==> config.mk <==
export PLATFORM = sky130hd
export DESIGN_NAME = instr_fetch_unit
export DESIGN_NICKNAME = d
export VERILOG_FILES = /design/src/rtl/instr_fetch_unit.sv
export SDC_FILE = /design/constraint.sdc
export NUM_CORES = 1
export LEC_CHECK = 0
export CAP_MARGIN = 30
export CELL_PAD_IN_SITES_DETAIL_PLACEMENT = 0
export CELL_PAD_IN_SITES_GLOBAL_PLACEMENT = 2
export CORE_MARGIN = 2
export CORE_UTILIZATION = 22
export DETAILED_ROUTE_END_ITERATION = 12
export HOLD_SLACK_MARGIN = 0.06
export MAX_ROUTING_LAYER = met4
export PLACE_DENSITY = 0.85
export RECOVER_POWER = 50
export SLEW_MARGIN = 5
export SYNTH_ARGS = -nofsm -noshare
export SYNTH_HDL_FRONTEND = slang
export SYNTH_SLANG_ARGS = --single-unit
==> constraint.sdc <==
create_clock -name clk -period 3.1 [get_ports clk]
set_input_delay 0.62 -clock clk [delete_from_list [all_inputs] [get_ports clk]]
set_output_delay 0.62 -clock clk [all_outputs]
set_load 0.02 [all_outputs]
==> src/rtl/instr_fetch_unit.sv <==
// KGP-RISC fetch stage: PC register, variable-latency imem handshake and branch resolution.
// Optional macro FETCH_TIMEOUT_EN bounds the imem wait and raises a sticky fetch_err.
module instr_fetch_unit #(
    parameter int unsigned           ADDR_W         = 32,
    parameter logic [ADDR_W-1:0]     RESET_PC       = '0,
    parameter int unsigned           TIMEOUT_CYCLES = 16
) (
    input  logic              clk,
    input  logic              rst,
    output logic              imem_req,
    output logic [ADDR_W-1:0] imem_addr,
    input  logic [31:0]       imem_rdata,
    input  logic              imem_valid,
    output logic [31:0]       instruction,
    output logic              instr_valid,
    output logic [ADDR_W-1:0] next_pc,
    input  logic [2:0]        branch,
    input  logic [31:0]       pda,
    input  logic [31:0]       rs_value,
    input  logic              zero,
    input  logic              sign,
    input  logic              carry,
    input  logic              halt,
    output logic              fetch_err,
    output logic [ADDR_W-1:0] pc
);

    typedef enum logic [1:0] {
        S_REQ  = 2'd0,
        S_WAIT = 2'd1,
        S_EXEC = 2'd2,
        S_HALT = 2'd3
    } state_t;

    state_t            state_q, state_d;
    logic [ADDR_W-1:0] pc_q, pc_d;
    logic [31:0]       instr_q, instr_d;
    logic [ADDR_W-1:0] pc_plus4;
    logic [ADDR_W-1:0] rel_target;
    logic [ADDR_W-1:0] target;
    logic              taken;
    logic              timeout_hit;

`ifdef FETCH_TIMEOUT_EN
    localparam int unsigned CNT_W = $clog2(TIMEOUT_CYCLES + 1);

    logic [CNT_W-1:0] wait_cnt_q;
    logic             err_q;

    // Counts completed WAIT cycles; zero on the first WAIT cycle after REQ.
    always_ff @(posedge clk or posedge rst) begin
        if (rst) begin
            wait_cnt_q <= '0;
        end else if (state_q == S_WAIT) begin
            wait_cnt_q <= wait_cnt_q + 1'b1;
        end else begin
            wait_cnt_q <= '0;
        end
    end

    assign timeout_hit = (state_q == S_WAIT) && !imem_valid &&
                         (wait_cnt_q == CNT_W'(TIMEOUT_CYCLES - 1));

    always_ff @(posedge clk or posedge rst) begin
        if (rst) begin
            err_q <= 1'b0;
        end else if (timeout_hit) begin
            err_q <= 1'b1;
        end
    end

    assign fetch_err = err_q;
`else
    // Parameter is only meaningful with the timeout enabled; referenced to keep it live.
    assign timeout_hit = (TIMEOUT_CYCLES == 0) && 1'b0;
    assign fetch_err   = 1'b0;
`endif

    assign pc_plus4   = pc_q + ADDR_W'(4);
    assign rel_target = pc_plus4 + ADDR_W'(pda);

    always_comb begin
        taken = 1'b0;
        case (branch)
            3'b011:  taken = sign;
            3'b100:  taken = zero;
            3'b101:  taken = !zero;
            3'b110:  taken = carry;
            3'b111:  taken = !carry;
            default: taken = 1'b0;
        endcase
    end

    always_comb begin
        target = pc_plus4;
        case (branch)
            3'b000:  target = pc_plus4;
            3'b001:  target = rel_target;
            3'b010:  target = ADDR_W'(rs_value);
            default: target = taken ? rel_target : pc_plus4;
        endcase
    end

    always_comb begin
        state_d = state_q;
        pc_d    = pc_q;
        instr_d = instr_q;
        case (state_q)
            S_REQ: begin
                state_d = S_WAIT;
            end
            S_WAIT: begin
                if (imem_valid) begin
                    instr_d = imem_rdata;
                    state_d = S_EXEC;
                end else if (timeout_hit) begin
                    state_d = S_HALT;
                end
            end
            S_EXEC: begin
                pc_d    = {target[ADDR_W-1:2], 2'b00};
                state_d = halt ? S_HALT : S_REQ;
            end
            default: begin
                state_d = S_HALT;
            end
        endcase
    end

    always_ff @(posedge clk or posedge rst) begin
        if (rst) begin
            state_q <= S_REQ;
            pc_q    <= RESET_PC;
            instr_q <= '0;
        end else begin
            state_q <= state_d;
            pc_q    <= pc_d;
            instr_q <= instr_d;
        end
    end

    // Reset leaves state at REQ; gating keeps the request low until rst is released.
    assign imem_req    = ((state_q == S_REQ) || (state_q == S_WAIT)) && !rst;
    assign imem_addr   = {pc_q[ADDR_W-1:2], 2'b00};
    assign instr_valid = (state_q == S_EXEC);
    assign instruction = instr_q;
    assign next_pc     = pc_plus4;
    assign pc          = pc_q;

endmodule

==> out/qor.yml <==
cts:
  cts.path.max_buffers: 2
  cts_made_buffers: 9
  root_buffer: "clkbuf_16"
  htree_levels: 3
  cts_sinks: 64
  clkTransAtPathRegs_ns: 0.07
  hold_buffers: 0
  clk_latency_ns: 0.34
  cts_tree: "done"
global_route:
  top_usage_layer: "met2"
  grt_usage: 0.175
  grt_max_degree: 38
  grt_use_met1: 0.223
  grtUsageMet3: 0.0386
  first_global_vias: 6305
  antenna_found_initial: 1
  grt_pass1_wl_mm: 34.5
  grt_use_met2: 0.285
  grt_overflow: 0
logic_synthesis:
  yosys.area.top_type: "dfrtp_1"
  synth_edf_count: 0
  avgSynthCellArea_um2: 8.89
  synth_top_cell_area_share: 0.292
  synth_common_cells: "dfrtp_1, a21oi_1, nand2_1, buf_4"
  yosysWarningCount: 0
  async_reset_ff_frac: 1.00
  yosysMostFrequentCell: "dfrtp_1"
  ys_seq_area_frac: 0.292
  synth_area_leaders: "dfrtp_1, ha_1, mux2_2"
  synthFlopType: "dfrtp_1"
  postSynthCellCount: 616
  synth_area_um2: 5480
  ys_seq_elements: 64
  ys_types: 71
timing:
  fin_crit_ns: 3.37
  maxSlewViolCount: 34
  setup_viol: 12
  tightest_slew_ns: 1.80
  timing.slew.headroom: -0.197
  rsz0062_at_grt: "true"
  finalSetupTns_ns: -1.47
  timing.final.ws_setup_ns: -0.270
  min_period_over_period: 1.09
  hold_viol: 0
  fmax_mhz: 297
  clock_skew_ns: 0.00835
placed_design:
  dp_worst_setup_slack_ns: -0.524
  dp_hpwl_mm: 17.4
  dpl-instance-area_um2: 9400
  place_congestion: 0.860
  portBuffers: 225
cells_and_area:
  drive_gt1_frac: 0.374
  fillers: 2379
  multi_input_area_um2: 4340
  fin_area_um2: 10400
  area.growth.synth_to_final_pct: 89.6
  seqCellArea_um2: 1610
  final_nets: 1123
worst_hold_path:
  min_path_cells: 1
  worstHoldPathType: "reg -> reg"
pwr:
  p_leak_nw: 4.40
  irDropWorstVdd_uv: 543
  finalPower_mw: 11.4
  p_per_area_nw_per_um2: 1100
floorplan:
  die-height_um: 162
  core_area_um2: 24400
  rows: 57
  die-width_um: 162
  fp.dieArea_um2: 26200
  ios: 237
  initial_core_util: 0.225
route:
  vias: 6199
  post_drt_wl_per_cell_um: 17.4
  wirelength_mm: 22.8
  vias_per_cell: 4.73
  drc: 0
  drt-initial-drc-count: 267
  ant_nets: 0
  drt_pass1_iterations: 5
setup_path:
  cp.depth: 16
  critPathCaptureType: "flip-flop"
  cp.arrival_ns: 3.62
  path_cells: "and3_4, and4_4, and3_4, and2_4, nand2_4, xnor2_4, ha_4, nand4_1, buf_4, nor2_4, a32oi_4, a21bo_4, a21oi_4, o21a_1, or3_1, a311oi_2"
  rr_worst_depth: 16
  cp_slowest_cell: "dfrtp_2"
  critPathTopFamily: "simple AND/OR/NAND/NOR gates"
  path_class: "reg -> reg"
  worstSetupStartpointType: "flip-flop"
  r2r_slack_ns: -0.27
  required_ns: 3.35
  critPathBufInv: 1
  path_common_cell: "and3_4"
  slowest_delay_ns: 0.35
  crit_fanout: 4
run_status:
  violations: "capacitance limit, slew limit, setup timing"
  status: "finished, violations left"
job:
  maxCapViolCount: 1
-- per-stage QoR --
| step | cells | util | hold slack, ns |
|---|---|---|---|
| 2_1_floorplan | 622 | - | 0.476 |
| 3_3_place_gp | 1273 | 0.385 | 0.487 |
| 6_report | 1310 | 0.426 | 0.498 |
| 3_5_place_dp | 1273 | 0.385 | 0.492 |
| 4_1_cts | 1298 | 0.411 | 0.508 |
| 5_1_grt | 1310 | 0.426 | 0.508 |
-- registers in the layout, summed over array words and instances (netlist names) --
register	count
instruction	32
pc	30
state_q	2
-- kinds of logic (layout without fill, tap and decap cells) --
logic type	count (synthesis)	in the layout	synth area share
compound gates	181	181	0.232
xor+xnor	53	53	0.0847
fa+ha+maj	37	37	0.0859
buf+inv	77	440	0.0793
flops	64	64	0.292
mux	35	35	0.0713
other cells	1	8	0.000685
simple gates	168	168	0.154
-- routing by layer --
| layer | wire, µm | part of all wire | vias up |
|---|---|---|---|
| met5 | 0 | 0 | - |
| met4 | 265 | 0.012 | 0 |
| met3 | 1480 | 0.065 | 23 |
| met2 | 10800 | 0.48 | 244 |
| met1 | 10200 | 0.45 | 2966 |
| li1 | - | - | 2966 |
-- layout make-up --
cell class	count	share of cell area
clock buffers	9	0.0217
clock inverters	7	0.00988
flip-flops and latches	64	0.155
repair buffers	406	0.349
diodes	1	0.000241
well taps	324	0.0390
inverters	18	0.00651
multi-input cells	481	0.418
-- timing repair --
action                                  in CTS  in global routing
setup buffers                               10                 14
endpoints found under the setup margin      36                 34
resized for setup                           69                 78
gates cloned                                 0                  0
pin swaps                                   34                 45
-- final timing paths --
check	start	end
max in group asynchronous	rst	pc[25]
max reg2reg	pc[6]	pc[31]
max	pc[6]	pc[31]
min	instruction[6]	instruction[6]
min in group asynchronous	rst	instruction[19]
min reg2reg	instruction[6]	instruction[6]
-- where the power goes --
group / total, mW / leakage, nW / internal [mW] / switching [mW]
Sequential: 1.51 / 0.731 / 1.26 / 0.259
Combinational: 8.78 / 3.51 / 4.42 / 4.35
Clock: 1.16 / 0.157 / 0.715 / 0.444
Total: 11.4 / 4.40 / 6.39 / 5.06
-- cell usage in the layout, fill, tap and decap left out, drive strengths merged, types with 3 or more instances in the layout --
master,n
inv,21
dfrtp,64
a211oi,4
nand3,19
clkdlybuf4s50,185
o221ai,10
dlygate4sd2,5
o21bai,3
mux2i,3
xnor2,36
clkbuf,16
nor3b,4
buf,182
and3,15
o22ai,5
and2,5
o21ai,36
or3,4
dlymetal6s2s,6
mux2,32
a221oi,14
xor2,17
a222oi,6
a21oi,57
a32oi,4
a311oi,3
nor2,36
dlygate4sd3,21
conb,7
nand2,47
nor3,10
and4,3
nor2b,3
a31oi,5
nand2b,6
o21a,9
ha,36
nand4,9
a21o,9
-- worst reg2reg max path, stage by stage (launching register included) --
cell	delay [ns]
dfrtp_2	0.35
and3_4	0.21
and4_4	0.23
and3_4	0.21
and2_4	0.18
nand2_4	0.07
xnor2_4	0.16
ha_4	0.22
nand4_1	0.11
buf_4	0.19
nor2_4	0.05
a32oi_4	0.30
a21bo_4	0.22
a21oi_4	0.08
o21a_1	0.18
or3_1	0.32
a311oi_2	0.19
No activity file was read; power rests on OpenSTA's default activity.
